==> src/rtl/shift_sequencer_if.sv <==
// Signal bundle around shift_sequencer: two request ports, the shifter drive/return
// and the response channel. slave is the sequencer's view, master the environment's.
interface shift_sequencer_if;
  logic        req0_valid;
  logic        req0_ready;
  logic [15:0] req0_br;
  logic [4:0]  req0_amt;
  logic [3:0]  req0_op;
  logic        req1_valid;
  logic        req1_ready;
  logic [15:0] req1_br;
  logic [4:0]  req1_amt;
  logic [3:0]  req1_op;
  logic [15:0] sh_br;
  logic [3:0]  sh_d;
  logic [3:0]  sh_op;
  logic [15:0] sh_out;
  logic [3:0]  sh_szcv;
  logic        rsp_valid;
  logic        rsp_ready;
  logic        rsp_id;
  logic [15:0] rsp_out;
  logic [3:0]  rsp_szcv;
  logic        busy;

  modport slave (
    input  req0_valid, req0_br, req0_amt, req0_op,
           req1_valid, req1_br, req1_amt, req1_op,
           sh_out, sh_szcv, rsp_ready,
    output req0_ready, req1_ready, sh_br, sh_d, sh_op,
           rsp_valid, rsp_id, rsp_out, rsp_szcv, busy
  );

  modport master (
    output req0_valid, req0_br, req0_amt, req0_op,
           req1_valid, req1_br, req1_amt, req1_op,
           sh_out, sh_szcv, rsp_ready,
    input  req0_ready, req1_ready, sh_br, sh_d, sh_op,
           rsp_valid, rsp_id, rsp_out, rsp_szcv, busy
  );
endinterface

==> src/rtl/shift_sequencer.sv <==
// Round-robin front end for the 4-bit barrel shifter: splits 0-31 shift amounts into
// passes of at most 15 and returns the result and flags on a valid/ready channel.
//
// state | meaning
// IDLE  | waiting for a request, grant by round robin
// PASS  | one shifter pass per cycle until remaining amount is spent
// RESP  | result held on rsp_* until rsp_ready
module shift_sequencer (
  input logic              clk,
  input logic              rst_n,
  shift_sequencer_if.slave bus
);

  typedef enum logic [1:0] {IDLE, PASS, RESP} state_t;

  state_t      state_q, state_d;
  logic [15:0] acc_q, acc_d;
  logic [4:0]  rem_q, rem_d;
  logic [3:0]  op_q, op_d;
  logic [3:0]  flags_q, flags_d;
  logic        id_q, id_d;
  logic        rr_q, rr_d;
  logic        gnt1;
  logic [3:0]  pass_d;
  logic        is_shift;

  assign gnt1     = bus.req1_valid & (~bus.req0_valid | rr_q);
  assign pass_d   = (rem_q > 5'd15) ? 4'd15 : rem_q[3:0];
  assign is_shift = (op_q[3:2] == 2'b10);

  always_comb begin
    state_d        = state_q;
    acc_d          = acc_q;
    rem_d          = rem_q;
    op_d           = op_q;
    flags_d        = flags_q;
    id_d           = id_q;
    rr_d           = rr_q;
    bus.req0_ready = 1'b0;
    bus.req1_ready = 1'b0;
    bus.sh_br      = 16'h0000;
    bus.sh_d       = 4'h0;
    bus.sh_op      = 4'h0;
    bus.rsp_valid  = 1'b0;
    case (state_q)
      IDLE: begin
        bus.req0_ready = rst_n & bus.req0_valid & ~gnt1;
        bus.req1_ready = rst_n & bus.req1_valid & gnt1;
        if (bus.req0_valid | bus.req1_valid) begin
          state_d = PASS;
          if (gnt1) begin
            acc_d = bus.req1_br;
            rem_d = bus.req1_amt;
            op_d  = bus.req1_op;
            id_d  = 1'b1;
            rr_d  = 1'b0;
          end else begin
            acc_d = bus.req0_br;
            rem_d = bus.req0_amt;
            op_d  = bus.req0_op;
            id_d  = 1'b0;
            rr_d  = 1'b1;
          end
        end
      end
      PASS: begin
        bus.sh_br = acc_q;
        bus.sh_op = op_q;
        bus.sh_d  = pass_d;
        acc_d     = bus.sh_out;
        // V is never reported, whatever the shifter drives
        flags_d   = bus.sh_szcv & 4'b1110;
        rem_d     = rem_q - {1'b0, pass_d};
        if ((rem_d == 5'd0) || !is_shift) state_d = RESP;
      end
      RESP: begin
        bus.rsp_valid = 1'b1;
        if (bus.rsp_ready) state_d = IDLE;
      end
      default: state_d = IDLE;
    endcase
  end

  assign bus.rsp_out  = acc_q;
  assign bus.rsp_szcv = flags_q;
  assign bus.rsp_id   = id_q;
  assign bus.busy     = (state_q != IDLE);

  always_ff @(posedge clk) begin
    if (!rst_n) begin
      state_q <= IDLE;
      acc_q   <= 16'h0000;
      rem_q   <= 5'd0;
      op_q    <= 4'h0;
      flags_q <= 4'h0;
      id_q    <= 1'b0;
      rr_q    <= 1'b0;
    end else begin
      state_q <= state_d;
      acc_q   <= acc_d;
      rem_q   <= rem_d;
      op_q    <= op_d;
      flags_q <= flags_d;
      id_q    <= id_d;
      rr_q    <= rr_d;
    end
  end

endmodule

==> src/flat_wrapper.sv <==
// flat-port wrapper written by rule: the top's interface ports become plain ports
module shift_sequencer_flat 
  (clk, rst_n, bus_req0_valid, bus_req0_br, bus_req0_amt, bus_req0_op, bus_req1_valid, bus_req1_br, bus_req1_amt, bus_req1_op, bus_sh_out, bus_sh_szcv, bus_rsp_ready, bus_req0_ready, bus_req1_ready, bus_sh_br, bus_sh_d, bus_sh_op, bus_rsp_valid, bus_rsp_id, bus_rsp_out, bus_rsp_szcv, bus_busy);
  shift_sequencer_if bus_i ();
  input logic clk;
  input logic rst_n;
  input wire logic [$bits(bus_i.req0_valid)-1:0] bus_req0_valid;
  input wire logic [$bits(bus_i.req0_br)-1:0] bus_req0_br;
  input wire logic [$bits(bus_i.req0_amt)-1:0] bus_req0_amt;
  input wire logic [$bits(bus_i.req0_op)-1:0] bus_req0_op;
  input wire logic [$bits(bus_i.req1_valid)-1:0] bus_req1_valid;
  input wire logic [$bits(bus_i.req1_br)-1:0] bus_req1_br;
  input wire logic [$bits(bus_i.req1_amt)-1:0] bus_req1_amt;
  input wire logic [$bits(bus_i.req1_op)-1:0] bus_req1_op;
  input wire logic [$bits(bus_i.sh_out)-1:0] bus_sh_out;
  input wire logic [$bits(bus_i.sh_szcv)-1:0] bus_sh_szcv;
  input wire logic [$bits(bus_i.rsp_ready)-1:0] bus_rsp_ready;
  output wire logic [$bits(bus_i.req0_ready)-1:0] bus_req0_ready;
  output wire logic [$bits(bus_i.req1_ready)-1:0] bus_req1_ready;
  output wire logic [$bits(bus_i.sh_br)-1:0] bus_sh_br;
  output wire logic [$bits(bus_i.sh_d)-1:0] bus_sh_d;
  output wire logic [$bits(bus_i.sh_op)-1:0] bus_sh_op;
  output wire logic [$bits(bus_i.rsp_valid)-1:0] bus_rsp_valid;
  output wire logic [$bits(bus_i.rsp_id)-1:0] bus_rsp_id;
  output wire logic [$bits(bus_i.rsp_out)-1:0] bus_rsp_out;
  output wire logic [$bits(bus_i.rsp_szcv)-1:0] bus_rsp_szcv;
  output wire logic [$bits(bus_i.busy)-1:0] bus_busy;
  assign bus_i.req0_valid = bus_req0_valid;
  assign bus_i.req0_br = bus_req0_br;
  assign bus_i.req0_amt = bus_req0_amt;
  assign bus_i.req0_op = bus_req0_op;
  assign bus_i.req1_valid = bus_req1_valid;
  assign bus_i.req1_br = bus_req1_br;
  assign bus_i.req1_amt = bus_req1_amt;
  assign bus_i.req1_op = bus_req1_op;
  assign bus_i.sh_out = bus_sh_out;
  assign bus_i.sh_szcv = bus_sh_szcv;
  assign bus_i.rsp_ready = bus_rsp_ready;
  assign bus_req0_ready = bus_i.req0_ready;
  assign bus_req1_ready = bus_i.req1_ready;
  assign bus_sh_br = bus_i.sh_br;
  assign bus_sh_d = bus_i.sh_d;
  assign bus_sh_op = bus_i.sh_op;
  assign bus_rsp_valid = bus_i.rsp_valid;
  assign bus_rsp_id = bus_i.rsp_id;
  assign bus_rsp_out = bus_i.rsp_out;
  assign bus_rsp_szcv = bus_i.rsp_szcv;
  assign bus_busy = bus_i.busy;
  shift_sequencer u_core (.clk(clk), .rst_n(rst_n), .bus(bus_i));
endmodule
==> config.mk <==
export PLATFORM = sky130hd
export DESIGN_NAME = shift_sequencer_flat
export DESIGN_NICKNAME = d
export VERILOG_FILES = /design/src/rtl/shift_sequencer_if.sv /design/src/rtl/shift_sequencer.sv /design/src/flat_wrapper.sv
export SDC_FILE = /design/constraint.sdc
export NUM_CORES = 1
export LEC_CHECK = 0
export CORE_MARGIN = 5
export CORE_UTILIZATION = 32
export DETAILED_ROUTE_END_ITERATION = 6
export PLACE_DENSITY_LB_ADDON = 0.08
export SLEW_MARGIN = 20
export SYNTH_ARGS = -nofsm -noshare
export SYNTH_HDL_FRONTEND = slang
export SYNTH_SLANG_ARGS = --single-unit
==> constraint.sdc <==
create_clock -name clk -period 1.67 [get_ports clk]
set_clock_uncertainty 0.2 [all_clocks]
set_input_delay 0.334 -clock clk [delete_from_list [all_inputs] [get_ports clk]]
set_output_delay 0.334 -clock clk [all_outputs]
set_load 0.02 [all_outputs]
==> results of run 1 <==
## per-layer routing
layer | routed length, um | vias up
met5 | 0 | -
li1 | - | 1164
met3 | 520 | 15
met1 | 2950 | 1097
met2 | 3920 | 88
met4 | 184 | 0
## worst max path at each step
stage / startpoint / end / slack [ns] / cells after the start
after CTS: u_core.state_q[1]$_SDFFE_PN0P_ / bus_sh_br[14] / -0.17 / 5
after detailed placement: bus_req1_valid / u_core.bus.rsp_out[0]$_SDFFE_PN0P_ / -0.85 / 5
after global routing: u_core.state_q[0]$_SDFFE_PN0P_ / bus_sh_br[10] / -0.22 / 5
after global placement: bus_req1_valid / u_core.rem_q[3]$_SDFFE_PN0P_ / -0.80 / 5
after floorplan: u_core.state_q[0]$_SDFFE_PN0P_ / bus_sh_br[0] / -0.05 / 4
final: u_core.state_q[1]$_SDFFE_PN0P_ / bus_sh_br[8] / -0.16 / 5
## cells by family after synthesis
family | Yosys count | share of synthesized area
buffers and inverters | 25 | 0.0651
AO/OA/AOI/OAI | 68 | 0.267
AND/OR/NAND/NOR | 110 | 0.297
adder cells (fa/ha/maj) | 1 | 0.00707
flip-flops | 32 | 0.362
other | 1 | 0.00212
## where the power goes
group | internal [mW] | leakage (nW) | switching [mW]
Combinational | 0.867 | 1.30 | 0.797
Clock | 0.283 | 0.0410 | 0.281
Sequential | 0.888 | 0.267 | 0.115
Total | 2.04 | 1.61 | 1.19
## what timing repair did
item,4_1_cts,5_1_grt
cloned,3,1
buffers inserted,16,5
gates resized for setup,233,58
pin swaps,24,14
endpoints found under the setup margin,73,54
## registers in the layout, indices dropped and copies added (netlist names)
name	flops
u_core.bus.rsp_out	16
u_core.rem_q	5
u_core.op_q	4
u_core.bus.rsp_szcv	3
u_core.state_q	2
u_core.bus.rsp_id	1
u_core.rr_q	1
## cell usage after synthesis, drive strengths merged
cell type / count / area share
nand2: 51 / 0.11
dfxtp: 32 / 0.36
and2: 20 / 0.071
a31oi: 18 / 0.064
o221ai: 17 / 0.084
nor2: 16 / 0.037
buf: 14 / 0.042
a21oi: 11 / 0.031
o21ai: 8 / 0.023
nand3: 7 / 0.020
clkbuf: 6 / 0.013
inv: 5 / 0.011
nand2b: 5 / 0.018
a311oi: 4 / 0.020
nor3: 4 / 0.017
nor2b: 3 / 0.012
o211ai: 2 / 0.0085
a211o: 1 / 0.0050
a211oi: 1 / 0.0042
a21boi: 1 / 0.0042
a21o: 1 / 0.0042
a31o: 1 / 0.0050
conb: 1 / 0.0021
ha: 1 / 0.0071
nand3b: 1 / 0.0042
nand4: 1 / 0.0035
nor4: 1 / 0.0035
o21a: 1 / 0.0042
o31a: 1 / 0.0050
o32ai: 1 / 0.0050
or3: 1 / 0.0035
## worst max-delay path: stages, from the launching register on
cell,delay (ns)
dfxtp_4,0.37
nor2b_4,0.12
buf_6,0.15
buf_6,0.13
and2_4,0.14
buf_6,0.11
## metrics by stage
stage	cells	power, mW	setup WS (ns)
finish	466	3.23	-0.163
global route	466	3.40	-0.221
CTS	463	3.04	-0.169
detailed placement	440	2.29	-0.849
global placement	440	2.27	-0.802
floorplan	237	1.59	-0.0457
## layout make-up
class / instances / area (um2)
diodes: 1 / 2.50
clock buffers: 6 / 72.6
clock inverters: 1 / 5.00
fillers: 445 / 1540
inverters: 5 / 18.8
multi-input cells: 182 / 1400
flip-flops and latches: 32 / 651
well taps: 72 / 90.1
repair buffers: 167 / 1660
==> qor.yml, run 1 <==
die:
  ios: 124
  rows: 27
  die-area_mm2: 0.00712
  die_w_um: 84.4
  die_h_um: 84.4
  fp.coreArea_mm2: 0.00544
  start_util: 0.325
cts:
  cts.path.max_buffers: 2
  cts_hold_buf: 0
  clock-sinks: 32
  path_clk_slew_ns: 0.07
  worstSkewPairLatency_ns: 0.28
  cts_root_buffer: "clkbuf_8"
  tritoncts: "done"
  cts_buffers: 5
  htree_num_levels: 2
layout:
  area_growth_pct: 120
  layout_commonest_cell: "clkdlybuf4s50_1"
  final_nets: 469
  most-common-layout-cells: "clkdlybuf4s50_1 (70), nand2_1 (51), buf_6 (35), buf_4 (33), dfxtp_1 (28)"
  design_area_mm2: 0.00390
  fin_util: 0.717
  drive_above_1_share: 0.402
global_routing:
  grt_pass1_vias: 2312
  grt_use_total: 0.199
  grt_overflow: 0
  grt_first_pass_wirelength_mm: 11.4
  use_met3: 0.0500
  met2_usage: 0.362
  grt_max_degree: 24
  antenna_found_initial: 1
  grt.busiest_layer: "met2"
  met1_usage: 0.225
sta:
  finalSetupTns_ns: -3.74
  layout_setup_ws_ns: -0.163
  worst_hold_slack_ns: 0.249
  fin_crit_sh: 1.10
  min_period_ns: 1.83
  max_freq_mhz: 546
  rsz0062_at_grt: "yes"
  hold_viol_final: 0
  setup-violations-final: 42
  drv_slew: 0
critical_path:
  r2r_slack_ns: -0.09
  timing.rr.end: "u_core.op_q[2]$_SDFFE_PN0P_"
  rr_worst_depth: 8
  cp-end-kind: "primary output"
  r2r-start: "u_core.state_q[0]$_SDFFE_PN0P_"
  crit_path_start_kind: "flip-flop"
  required_ns: 1.14
  arrival_ns: 1.30
  cp_max_fo: 8
  critical_path_class: "flip-flop to primary output"
power_and_ir_drop:
  leakage_nw: 1.61
  ir_drop_mv: 0.570
  p_per_area_mw_per_mm2: 829
placed_design:
  dpl-instance-area_mm2: 0.00327
  hpwl_mm: 5.05
  portBuffers: 121
  gp_congestion: 0.846
outcome:
  status: "finished, violations left"
  violations: "negative setup slack"
logic_synthesis:
  yosysWarnings: 0
  postSynthAreaPerCell_um2: 7.46
  syn_inst: 237
  synth_seq_cells: 32
  syn-num-nets: 313
  synth_cell_types: 37
  syn_area_mm2: 0.00177
  ys_seq_area_frac: 0.362
route:
  ant_nets: 0
  wire_per_inst_um: 16.3
  drt_iter0_drc: 140
  drc_errors: 0
  vias: 2364
  drt-total-wl_mm: 7.58
  firstDrtPassIters: 4
  via_per_inst: 5.07
min_path:
  hp-class: "flip-flop to flip-flop"
  hp-start: "u_core.bus.rsp_szcv[3]$_SDFFE_PN0P_"
  hold_depth: 2
  min_to: "u_core.bus.rsp_szcv[3]$_SDFFE_PN0P_"
job:
  cap_violations: 0
No activity file was read; power rests on OpenSTA's default activity.
==> run 2, diff against run 1 <==
--- a/config.mk
+++ b/config.mk
@@ -7,7 +7,9 @@
 export LEC_CHECK = 0
 export CORE_MARGIN = 5
 export CORE_UTILIZATION = 32
+export CTS_CLUSTER_SIZE = 24
 export DETAILED_ROUTE_END_ITERATION = 6
+export GPL_TIMING_DRIVEN = 0
 export PLACE_DENSITY_LB_ADDON = 0.08
 export SLEW_MARGIN = 20
 export SYNTH_ARGS = -nofsm -noshare
==> run 2 against run 1 <==
Net effect: the run still ends with negative setup slack left; register-to-register slack better by 0.17 ns; clock power is 11% higher; global-route usage shrank 0.58 points; via count fell by 4.0%; flip-flop and latch count unchanged; maximum frequency shrank 2.6%; power is 7.3% lower.
==> qor.yml, run 2 (same netlist as run 1, synthesis figures left out) <==
critical_path:
  required_ns: 1.14  # about the same
  crit_path_start_kind: "flip-flop"  # unchanged
  cp_max_fo: 6  # was 8
  r2r-start: "u_core.state_q[0]$_SDFFE_PN0P_"  # unchanged
  rr_worst_depth: 7  # was 8
  cp-end-kind: "primary output"  # unchanged
  r2r_slack_ns: 0.08  # was -0.09 ns
  timing.rr.end: "u_core.op_q[3]$_SDFFE_PN0P_"  # was u_core.op_q[2]$_SDFFE_PN0P_
  critical_path_class: "flip-flop to primary output"  # unchanged
  arrival_ns: 1.35  # was 1.30 ns
min_path:
  hold_depth: 3  # was 2
  hp-class: "input pin to flip-flop"  # was flip-flop to flip-flop
  hp-start: "rst_n"  # was u_core.bus.rsp_szcv[3]$_SDFFE_PN0P_
  min_to: "u_core.bus.rsp_out[15]$_SDFFE_PN0P_"  # was u_core.bus.rsp_szcv[3]$_SDFFE_PN0P_
cts:
  clock-sinks: 32  # unchanged
  cts.path.max_buffers: 2  # unchanged
  cts_buffers: 5  # unchanged
  path_clk_slew_ns: 0.07  # about the same
  tritoncts: "done"  # unchanged
  worstSkewPairLatency_ns: 0.28  # about the same
  cts_root_buffer: "clkbuf_8"  # unchanged
  cts_hold_buf: 0  # unchanged
  htree_num_levels: 2  # unchanged
route:
  drt-total-wl_mm: 7.18  # was 7.58 mm
  wire_per_inst_um: 15.9  # was 16.3 um
  via_per_inst: 5.04  # was 5.07
  drt_iter0_drc: 174  # was 140
  firstDrtPassIters: 4  # unchanged
  ant_nets: 0  # unchanged
  drc_errors: 0  # unchanged
  vias: 2269  # was 2364
power_and_ir_drop:
  p_sw_mw: 1.07  # was 1.19 mW
  swShare: 0.357  # was 0.369
  pwr-share-comb: 0.464  # was 0.515
  pwr-share-clk: 0.209  # was 0.175
  seqPwrFrac: 0.327  # was 0.310
  leakage_nw: 1.49  # was 1.61 nW
  p_per_area_mw_per_mm2: 854  # was 829 mW/mm2
  total_power_mw: 3.00  # was 3.23 mW
  ir_drop_mv: 0.435  # was 0.570 mV
  p_int_mw: 1.93  # was 2.04 mW
layout:
  most-common-layout-cells: "clkdlybuf4s50_1 (70), nand2_1 (50), buf_6 (32), dfxtp_1 (29)"  # was clkdlybuf4s50_1 (70), nand2_1 (51), buf_6 (35), buf_4 (33), dfxtp_1 (28)
  n_antenna_cell: 0  # was 1
  fill_cells: 500  # was 445
  area_growth_pct: 98.4  # was 120%
  layout_commonest_cell: "clkdlybuf4s50_1"  # unchanged
  largest_reg_flops: 16  # unchanged
  final_nets: 453  # was 469
  drive_above_1_share: 0.286  # was 0.402
sta:
  worst_hold_slack_ns: 0.189  # was 0.249 ns
  drv_slew: 0  # unchanged
  layout_setup_ws_ns: -0.212  # was -0.163 ns
  rsz0062_at_grt: "yes"  # unchanged
  hold_viol_final: 0  # unchanged
  min_period_ns: 1.88  # was 1.83 ns
  fin_crit_sh: 1.13  # was 1.10
  max_freq_mhz: 531  # was 546 MHz
  setup-violations-final: 27  # was 42
die:
  die_w_um: 84.4  # unchanged
  start_util: 0.325  # unchanged
  rows: 27  # unchanged
  die-area_mm2: 0.00712  # unchanged
  ios: 124  # unchanged
  die_h_um: 84.4  # unchanged
  fp.coreArea_mm2: 0.00544  # unchanged
placed_design:
  gp_congestion: 0.822  # was 0.846
  place_worst_setup_slack_ns: -1.24  # was -0.849 ns
  portBuffers: 120  # was 121
  hpwl_mm: 5.16  # was 5.05 mm
job:
  cap_violations: 0  # unchanged
global_routing:
  grt_max_degree: 11  # was 24
  grt_first_pass_wirelength_mm: 11.0  # was 11.4 mm
  grt_overflow: 0  # unchanged
  grt_use_total: 0.193  # was 0.199
  grt_pass1_vias: 2249  # was 2312
  antenna_found_initial: 0  # was 1
outcome:
  status: "finished, violations left"  # unchanged
  violations: "negative setup slack"  # unchanged
-- run 2: worst max-delay path by stage --
stage | start | cells past startpoint | end
after floorplan | u_core.state_q[0]$_SDFFE_PN0P_ | 4 | bus_sh_br[0]
after global placement | bus_req0_valid | 6 | bus_req1_ready
after detailed placement | bus_req0_valid | 6 | bus_req1_ready
after CTS | u_core.state_q[0]$_SDFFE_PN0P_ | 5 | bus_sh_op[2]
after global routing | u_core.state_q[0]$_SDFFE_PN0P_ | 5 | bus_sh_op[0]
final | u_core.state_q[0]$_SDFFE_PN0P_ | 5 | bus_sh_op[0]
-- run 2: routing by layer --
layer  share of wire  vias up  track usage
li1                -     1124            -
met1            0.39     1045        0.222
met2            0.50       89        0.336
met3           0.091       11       0.0667
met4           0.016        0       0.0619
met5               0        -            0
-- run 2: layout make-up --
type                            instances  area [um2]  share of cell area
Timing Repair Buffer                  133        1310               0.373
Multi-Input combinational cell        180        1150               0.327
Sequential cell                        32         649               0.185
Buffer                                 20         204              0.0581
Clock buffer                            8        90.1              0.0257
Tap cell                               72        90.1              0.0257
Inverter                                5        18.8             0.00535
-- run 2: what timing repair did --
action / 4_1_cts / 5_1_grt
setup buffers: 9 / 2
endpoints found under the setup margin: 73 / 42
pin swaps: 17 / 5
gates resized for setup: 252 / 17
cloned: 2 / 0
-- run 2: metrics by stage --
step	setup TNS [ns]	instances	utilization	cell area, um2
floorplan	-0.944	237	-	1810
global placement	-37.03	429	0.570	3100
detailed placement	-37.84	429	0.570	3100
CTS	-4.86	448	0.634	3450
global route	-6.00	450	0.645	3510
finish	-4.70	450	0.645	3510
-- run 2: worst max-delay path, stage by stage, from the launching register on --
cell and delay [ns]:
dfxtp_4 0.36, nor2b_4 0.15, buf_6 0.16, clkbuf_16 0.16, and2_4 0.13, buf_6 0.11
-- run 2: power by group through the flow --
stage	Combinational [mW]	Clock [mW]	Sequential, mW
after floorplan	0.533	0	1.06
after global placement	1.17	0	0.982
after detailed placement	1.18	0	0.986
after CTS	1.34	0.636	0.977
after global routing	1.49	0.675	0.996
final	1.39	0.627	0.979
